**src/rtl/hazard_stall_ctrl.sv**
```systemverilog
// Pipeline hazard/stall controller: load-use bubbles, multi-cycle EX hold, MEM exception flush.
// Optional stall statistics counter built only when STALL_STATS_EN is defined.
module hazard_stall_ctrl #(
    parameter int unsigned MAX_EX_STALL = 64,
    parameter int unsigned STALL_CNT_W  = 16
) (
    input  logic                   clk,
    input  logic                   rst,
    input  logic                   id_read_en_1,
    input  logic                   id_read_en_2,
    input  logic [4:0]             id_read_addr_1,
    input  logic [4:0]             id_read_addr_2,
    input  logic                   ex_mem_read,
    input  logic [4:0]             ex_write_addr,
    input  logic                   ex_busy_req,
    input  logic                   mem_exception,
    input  logic [31:0]            exc_vector,
    output logic [5:0]             stall,
    output logic                   flush,
    output logic [31:0]            new_pc,
    output logic                   ex_timeout,
    output logic [STALL_CNT_W-1:0] stall_cycles
);

    localparam int unsigned   WD_W   = 16;
    localparam logic [WD_W-1:0] WD_MAX = WD_W'(MAX_EX_STALL);

    localparam logic [5:0] STALL_NONE = 6'b000000;
    localparam logic [5:0] STALL_LU   = 6'b000111;
    localparam logic [5:0] STALL_BUSY = 6'b001111;

    typedef enum logic [1:0] {
        S_RUN     = 2'd0,
        S_EX_WAIT = 2'd1,
        S_FLUSH   = 2'd2
    } state_t;

    state_t          state;
    state_t          state_nxt;
    logic [WD_W-1:0] wd_cnt;
    logic [WD_W-1:0] wd_nxt;
    logic            flush_nxt;
    logic [31:0]     new_pc_nxt;
    logic            lu;
    logic            src1_hit;
    logic            src2_hit;

    // Load-use: EX load writes a register ID is about to read; x0 is never a real dependency.
    always_comb begin
        src1_hit = id_read_en_1 && (id_read_addr_1 == ex_write_addr);
        src2_hit = id_read_en_2 && (id_read_addr_2 == ex_write_addr);
        lu       = ex_mem_read && (ex_write_addr != 5'd0) && (src1_hit || src2_hit);
    end

    always_comb begin
        state_nxt  = state;
        stall      = STALL_NONE;
        flush_nxt  = 1'b0;
        new_pc_nxt = new_pc;
        wd_nxt     = wd_cnt;

        case (state)
            S_RUN: begin
                if (mem_exception) begin
                    state_nxt  = S_FLUSH;
                    flush_nxt  = 1'b1;
                    new_pc_nxt = exc_vector;
                    wd_nxt     = '0;
                end else if (ex_busy_req) begin
                    stall     = STALL_BUSY;
                    state_nxt = S_EX_WAIT;
                    wd_nxt    = WD_W'(1);
                end else if (lu) begin
                    stall = STALL_LU;
                end
            end

            S_EX_WAIT: begin
                if (mem_exception) begin
                    state_nxt  = S_FLUSH;
                    flush_nxt  = 1'b1;
                    new_pc_nxt = exc_vector;
                    wd_nxt     = '0;
                end else if (ex_busy_req) begin
                    stall = STALL_BUSY;
                    if (wd_cnt < WD_MAX) begin
                        wd_nxt = wd_cnt + WD_W'(1);
                    end
                end else begin
                    // Release cycle: lu is re-evaluated only once back in RUN.
                    state_nxt = S_RUN;
                    wd_nxt    = '0;
                end
            end

            S_FLUSH: begin
                // Instructions behind the exception are being discarded, so their requests are ignored.
                state_nxt = S_RUN;
            end

            default: begin
                state_nxt = S_RUN;
                wd_nxt    = '0;
            end
        endcase

        if (rst) begin
            stall = STALL_NONE;
        end
    end

    always_ff @(posedge clk) begin
        if (rst) begin
            state      <= S_RUN;
            wd_cnt     <= '0;
            flush      <= 1'b0;
            new_pc     <= '0;
            ex_timeout <= 1'b0;
        end else begin
            state      <= state_nxt;
            wd_cnt     <= wd_nxt;
            flush      <= flush_nxt;
            new_pc     <= new_pc_nxt;
            ex_timeout <= ex_timeout || (wd_nxt == WD_MAX);
        end
    end

`ifdef STALL_STATS_EN
    logic [STALL_CNT_W-1:0] stall_cnt;

    always_ff @(posedge clk) begin
        if (rst) begin
            stall_cnt <= '0;
        end else if (stall[0] && (stall_cnt != {STALL_CNT_W{1'b1}})) begin
            stall_cnt <= stall_cnt + STALL_CNT_W'(1);
        end
    end

    assign stall_cycles = stall_cnt;
`else
    assign stall_cycles = '0;
`endif

endmodule

```
**config.mk**
```make
export PLATFORM = sky130hd
export DESIGN_NAME = hazard_stall_ctrl
export DESIGN_NICKNAME = d
export VERILOG_FILES = /design/src/rtl/hazard_stall_ctrl.sv
export SDC_FILE = /design/constraint.sdc
export NUM_CORES = 1
export LEC_CHECK = 0
export CORE_UTILIZATION = 44
export CTS_CLUSTER_SIZE = 14
export DETAILED_ROUTE_END_ITERATION = 10
export PLACE_DENSITY = 0.95
export SLEW_MARGIN = 20
export SYNTH_ARGS = -nofsm -noshare
export SYNTH_HDL_FRONTEND = slang
export SYNTH_SLANG_ARGS = --single-unit
```
**constraint.sdc**
```tcl
create_clock -name clk -period 3.8 [get_ports clk]
set_clock_uncertainty 0.2 [all_clocks]
set_input_delay 0.57 -clock clk [delete_from_list [all_inputs] [get_ports clk]]
set_output_delay 0.57 -clock clk [all_outputs]
set_load 0.02 [all_outputs]
```
* Word-level counts from Yosys, hierarchy flattened
Index checks and enable logic that the tools add are counted.
** Operators by class
- Add/sub/neg operators :: 1
- Order comparisons :: 1
- Equality and inequality tests :: 7
- Multiplexer cells :: 19
- Bitwise gates (word level) :: 1
- Reductions and logical operators :: 12
** Operators with widths (count)
- two-way mux 16 bit :: 5
- case mux 16 bit (3 select lines) :: 1
- adder 16 x 1 -> 16 bit, second input constant :: 1
- equality test 16 x 7 -> 1 bit, second input constant :: 1
- less-than comparator 16 x 7 -> 1 bit, second input constant :: 1
- two-way mux 4 bit :: 4
- equality test 5 bit :: 2
- two-way mux 2 bit :: 4
- case mux 4 bit (2 select lines) :: 1
- two-way mux 6 bit :: 1
- != test 3 bit, second input constant :: 2
- nonzero test 5 bit :: 1
- logical AND 1 bit :: 4
- case mux 2 bit (2 select lines) :: 1
- AND reduction 2 bit :: 2
- OR reduction 2 bit :: 2
- two-way mux 3 bit :: 1
- equality test 2 x 1 -> 1 bit, second input constant :: 1
- equality test 2 bit, second input constant :: 1
- zero test 2 bit :: 1
- logical OR 1 bit :: 2
- two-way mux 1 bit :: 1
- inverter 1 bit :: 1
** Storage, ports and cells
- Bits in registers :: 52
- Bits of input ports :: 54
- Output and inout bits :: 56

* Logic depth before layout (Yosys ltp)
- Depth in word-level cells :: 9
- Gate-level depth with buffers :: 7
- Depth with buffers taken out :: 7

* Least setup slack after synthesis
No wires, ideal clock.
- Path kind :: input-to-output
- Start point :: in ex_write_addr[0]
- End point :: out stall[1]
- Data arrival time :: 2.289 ns
- Slack :: 0.741 ns
- Stages :: 7
- Cells stage by stage :: xor2_1 nor4_1 nand3_1 a21oi_1 nor2_1 nor4_1 buf_4
** On the way
- Word-level cells in the longest chain between the ends :: 9
- Elaborated cells between the ends (all ways) :: 13
- Those cells by class :: eq/ne (2); mux (5); reduce/logical (6)
** RTL lines
- start: declaration :: line 14 : input logic [4:0] ex_write_addr,
- equality test 5 bit, on equally long branches :: line 50, 51
- logical AND 1 bit, on equally long branches :: line 50, 51
- logical OR 1 bit :: line 52 : lu = ex_mem_read && (ex_write_addr != 5'd0) && (src1_hit || src2_hit);
- logical AND 1 bit * :: line 52
- two-way mux 3 bit * :: line 73 : end else if (lu) begin
- two-way mux 4 bit * :: line 69 : end else if (ex_busy_req) begin
- two-way mux 4 bit * :: line 64 : if (mem_exception) begin
- case mux 4 bit (2 select lines) * :: line 62 : case (state)
- two-way mux 6 bit * :: line 107 : if (rst) begin
- end: declaration :: line 18 : output logic [5:0] stall,
Every way passes the cells marked *; elsewhere a longest branch is shown, timed or not.

* Worst setup path after layout
- Start point :: in ex_write_addr[2]
- End point :: out stall[0]
The elaborated chain is that of the path after synthesis.

==> results.md <==
- R2R cell count: 6
- Clock slew at reported path FFs: 0.10 ns
- Worst EP required: 3.03 ns
- Final Setup Violations: 0
- CP Cell Sequence: clkdlybuf4s50_1 -> xor2_1 -> nor4_1 -> nand3_1 -> a21oi_1 -> nor2_1 -> nor4_2 -> clkdlybuf4s50_1
- Clock Path Buffers: 2
- DR WL/cell: 13.00 µm
- Worst path slowest cell: clkdlybuf4s50_1
- Final Hold Violating Endpoints: 0
- DIE AREA: 5479 µm²
- Post-synth cell types: 40
- Mean area per synthesized cell: 8.093 µm²
- Fill cells: 388
- Root buffer cell: clkbuf_8
- Arr. time, crit path: 2.85 ns
- Crit path time final: 3.616 ns
- Fmax: 276.5 MHz
- Status: complete, no violations
- Vias: 2171
- Number of global-route vias before repair: 2030
- Synth top area share: 45.61%
- Critical path fanouts, max: 3
- Core area: 4848 µm²
- Dominant cell type by count on the critical path: clkdlybuf4s50_1
- Mapped Area: 2282 µm²
- Slew @ Worst Pin: 0.7256 ns
- Yosys top cell by area: dfxtp_1
- First-pass GRT wire length: 8590 µm
- Ant. Diodes: 0
- Worst Path Buf+Inv: 2
- Synth async-reset ratio: 0%
- Place WS: -0.009754 ns
- Post-route setup slack: 0.1838 ns
- Antenna Violating Nets Remaining: 0
- DRT Pass-1 Iters: 4
- Crit share post-route: 95.16%
- Synth Flop Type: dfxtp_1
- Critical R2R Launch: wd_cnt[9]
- Fin. max-slew vios: 0
- Worst setup SP type: input pin
- Placed insts: 426
- Total gr overflow: 0
- Clock sinks: 52
- CTS tree: yes
- Starting density of the core: 47.07%
- Syn-to-layout area delta: 42.82%
- Total track usage: 20.61%
- Row cnt: 25
- Reg2Reg Setup Slack: 1.22 ns
- Worst hold path depth: 2
- Initial antenna violation count: 0
- Post-DP HPWL: 4167 µm
- Vias/cell: 5.002
- Final WL: 5643 µm
- Non-filler instance count after layout: 434
- CP peak stage delay: 0.68 ns
- Share of cells above drive strength 1: 5.995%
- # port buffers: 91
- FF+latch count, synth: 52
- Final nets: 421
- CTS Hold Buffers Added: 0
- Worst hold path type: flip-flop to flip-flop
- Kind of critical path: input pin to output port
- Max IR drop VDD: 0.0002702 V
- Critical hold path startpoint: new_pc[9]
- Post-synth EDFFs: 0
- Final estimated routing congestion in global placement: 0.8568
- Die span in y: 74.02 µm
- Tot Pwr: 1.145 mW
- Post-route DRC violation count: 0
- Placed cell areas: 3157 µm²
- Leakage: 1.265 nW
- Syn. warnings: 0
- Latest clock arrival within the worst-skew pair: 0.31 ns
- H-tree depth: 2
- Sequential area share after synthesis: 45.61%
- Die extent in x: 74.02 µm
- Unrepaired setup endpoints after global routing: no
- 1st-iter DRT viols: 92
- Largest net degree at the start of global routing: 41
- CTS Buf Count: 5
- CP Capture Type: output port
- Final Cell Area: 3259 µm²
- Slew headroom: 51.18%
- Fin util: 67.23%
- CP top delay family: buffers and inverters
- Crit Reg-Reg Endpoint: ex_timeout
- MaxCap Viol Count: 0
- Largest cells by area after synthesis: dfxtp_1 (46%), nand2_1 (12%), a21oi_1 (8.8%)
- Hold Crit Endpoint: new_pc[9]
- IO Count: 110
- PD cells: 351.2 nW/µm²
- Mapped Cells: 282
==> layout make-up <==
type                            instances  area (µm²)  share of cell area, %
Clock buffer                            6       82.58                  2.534
Timing Repair Buffer                   95       940.9                  28.87
Clock inverter                          2       13.76                 0.4223
Inverter                                1       3.754                 0.1152
Multi-Input combinational cell        211        1094                  33.55
Sequential cell                        52        1041                  31.94
Tap cell                               67       83.83                  2.572
==> cell families (layout without fill, tap and decap cells) <==
| logic type | count (synthesis) | count (layout) | share of synthesized area [%] |
|---|---|---|---|
| fa+ha+maj | 1 | 1 | 0.5482 |
| compound gates | 57 | 57 | 14.20 |
| buf+inv | 36 | 104 | 9.649 |
| flops | 52 | 52 | 45.61 |
| simple gates | 124 | 124 | 25.60 |
| other cells | 1 | 18 | 0.1643 |
| xor+xnor | 11 | 11 | 4.222 |
==> worst max-delay path by stage <==
stage / slack (ns) / from / endpoint / cells after the start
2_1_floorplan: 0.74 / ex_write_addr[0] / stall[1] / 7
3_3_place_gp: 0.23 / ex_write_addr[0] / stall[1] / 8
3_5_place_dp: -0.01 / ex_write_addr[2] / stall[0] / 8
4_1_cts: 0.15 / ex_write_addr[2] / stall[0] / 8
5_1_grt: 0.02 / ex_write_addr[2] / stall[0] / 8
6_report: 0.18 / ex_write_addr[2] / stall[0] / 8
==> routing by layer <==
layer,vias up,GRT usage [%],wire [µm]
met4,0,6.838,89
li1,1083,-,-
met3,9,8.943,593
met2,93,36.97,2744
met5,-,0,0
met1,986,21.54,2216
==> synth_stat cells, drive strengths merged (5+ instances only) <==
master,count
a21oi,40
and3,9
buf,20
clkbuf,15
dfxtp,52
nand2,71
nand3,5
nor2,14
o21ai,5
or4,5
xor2,8
==> power by group <==
| part | total, mW | internal, mW | switching, mW |
|---|---|---|---|
| Combinational | 0.229 | 0.113 | 0.116 |
| Clock | 0.334 | 0.149 | 0.185 |
| Sequential | 0.581 | 0.567 | 0.0138 |
==> registers in the layout, summed over array words and instances (netlist names) <==
name        count
new_pc         32
wd_cnt         16
state           2
ex_timeout      1
flush           1
==> layout by cell type (no fill, tap or decap), drive strengths merged <==
cell type / n
a21oi: 40
and3: 9
nor2: 14
o21ba: 1
o21ai: 5
nor4: 4
o22ai: 3
nand4b: 1
or2b: 1
and2: 2
nor2b: 3
a22oi: 2
nand2: 71
conb: 18
and3b: 1
buf: 4
a21boi: 1
ha: 1
nor3: 4
a2111oi: 1
xor2: 8
dfxtp: 52
o311ai: 2
nand3: 5
clkinv: 1
nand2b: 1
clkdlybuf4s50: 91
o41a: 1
or4: 5
and2b: 1
nand3b: 1
xnor2: 3
clkbuf: 6
o2111ai: 1
inv: 2
nand4bb: 1
==> worst reg2reg max path: cells and delay by family (launching register included) <==
kind               cells  cell delay [ns]
AOI/OAI and AO/OA      2             0.29
and+or+nand+nor        4             1.72
DFF                    1             0.32
==> repair_timing <==
action                     4_1_cts  5_1_grt
setup endpoints to repair        3        0
gates resized for setup          1        0
buffers inserted                 0        0
==> metrics by stage <==
stage | hold WS, ns | TNS [ns]
5_1_grt | 0.2837 | 0
4_1_cts | 0.2590 | 0
3_3_place_gp | 0.2405 | 0
6_report | 0.2573 | 0
2_1_floorplan | 0.2536 | 0
3_5_place_dp | 0.2455 | -0.01077
Power figures use the tool's default switching activity.
==> edit (same settings) <==
Add a define of `STALL_STATS_EN`.
--- a/src/rtl/hazard_stall_ctrl.sv
+++ b/src/rtl/hazard_stall_ctrl.sv
@@ -1,5 +1,7 @@
 // Pipeline hazard/stall controller: load-use bubbles, multi-cycle EX hold, MEM exception flush.
 // Optional stall statistics counter built only when STALL_STATS_EN is defined.
+`define STALL_STATS_EN
+
 module hazard_stall_ctrl #(
     parameter int unsigned MAX_EX_STALL = 64,
     parameter int unsigned STALL_CNT_W  = 16
Function: changed (a bounded check fails within 4 cycles, from zero or initial values and one cycle with rst high).
==> edit against the original RTL <==
The run now ends with design-rule violations left; sequential power grew 29%; combinational power grew 2%; design area grew 31%; sequential cell count grew 16; global-route usage grew 1.3 points; routed wire length grew 33%; maximum frequency grew 7.8%; largest cell class unchanged; die area grew 30%; synthesized cell count grew 28%; critical endpoint is now stall[1]; critical path depth shrank 2; area after synthesis grew 31%; setup slack gained 0.26 ns; power grew 39%.
==> edit: results (changes against the original RTL) <==
stage,metric,value,unit,change
power_and_ir_drop,vdd_drop_max,318,uV,+18%
grt,grt_usage,21.9,%,+1.3 points
clock_network,clkTransAtPathRegs,0.07,ns,-0.03 ns
detailed_routing,post_drt_wl_per_cell,13.7,um,+5.7%
grt,grt_use_met2,38.6,%,+1.6 points
cells_and_area,drive_gt1_share,5.76,%,-0.24 points
place,place_inst,530,,+24%
setup_path,endpoint,stall[1],,
detailed_routing,vias,2889,,+33%
grt,grt_pass1_vias,2771,,+37%
place,gp_congestion,0.896,,+4.6%
detailed_routing,dr_wl_met3,536,um,-9.6%
setup_path,critical-path-max-stage-delay,0.64,ns,-0.04 ns
cells_and_area,post_layout_nonfiller_instances,546,,+26%
sta,finalHoldWorstSlack,0.254,ns,-0.00378 ns
clock_network,postCtsResizedCells,0,,-1
detailed_routing,wl_met1,3090,um,+39%
place,place_ws,0.436,ns,+0.446 ns
place,dp_hpwl,5360,um,+29%
setup_path,r2r-end,stall_cycles[7]$_SDFFE_PP0P_,,
grt,grt_max_degree,35,,-15%
outcome,violations,design-rule violations,,
worst_hold_path,hold_path_end,new_pc[10]$_SDFFE_PP0P_,,
place,placed_area,0.00408,sq mm,+29%
power_and_ir_drop,p_sw_share,24.7,%,-2.9 points
yosys,yosys-top-cells-count,"82 x nand2_1, 68 x dfxtp_1, 42 x a21oi_1, 28 x nor2_1, 14 x clkbuf_1",,
grt,gr-usage-met3,9.73,%,+0.79 points
detailed_routing,wl_met2,3800,um,+39%
setup_path,crit_arrival,2.59,ns,-0.26 ns
yosys,postSynthAreaPerCell,8.29,sq um,+2.4%
place,port_buffers,107,,+18%
sta,worstMarginPinSlew,0.706,ns,-0.0197 ns
outcome,status,"finished, violations left",,
setup_path,rrSetupSlack,1.50,ns,+0.28 ns
detailed_routing,drc_errors,14,,+14
yosys,seq_area_frac_synth,45.5,%,-0.13 points
-- edit: cell count changes in the layout (fill, tap and decap cells not counted), sizes merged, moves of 4 or more --
cell           before  now
dfxtp              52   68
o31ai               0    4
conb               18    2
clkbuf              6   15
xnor2               3   12
and3                9    5
nand2              71   83
nand4               0    9
nor2               14   28
and2                2   10
nand3               5   11
clkdlybuf4s50      91  106
-- edit: power groups by stage --
stage | Clock (mW) | Sequential [mW] | Combinational [mW]
detailed placement | 0 | 0.766 | 0.234
global route | 0.652 | 0.753 | 0.251
global placement | 0 | 0.764 | 0.230
floorplan | 0 | 0.789 | 0.0918
CTS | 0.614 | 0.750 | 0.235
finish | 0.602 | 0.750 | 0.234
-- edit: cell type report --
type / count / area (sq um) / share of cell area (%)
sequential: 68 / 1360 / 31.8
multi-input combinational: 267 / 1500 / 35.0
inverter: 6 / 23.8 / 0.556
tap: 77 / 96.3 / 2.25
timing repair buffer: 112 / 1100 / 25.8
clock buffer: 15 / 166 / 3.89
clock inverter: 1 / 30.0 / 0.702
-- edit: tightest hold or removal path: stages, from the launching register on --
cell and delay, ns:
dfxtp_1 0.31, nand2_1 0.05, a21oi_1 0.05
-- edit: kinds of logic (layout without fill, tap and decap cells) --
logic type / count (synthesis) / after routing / share of synthesized area (%)
AOI/OAI and AO/OA: 69 / 69 / 15.2
adders and majority gates: 2 / 2 / 0.836
and+or+nand+nor: 171 / 171 / 26.8
muxes: 1 / 1 / 0.334
buffers and inverters: 27 / 134 / 4.77
DFF: 68 / 68 / 45.5
other: 1 / 2 / 0.125
xor gates and xnor gates: 22 / 22 / 6.44
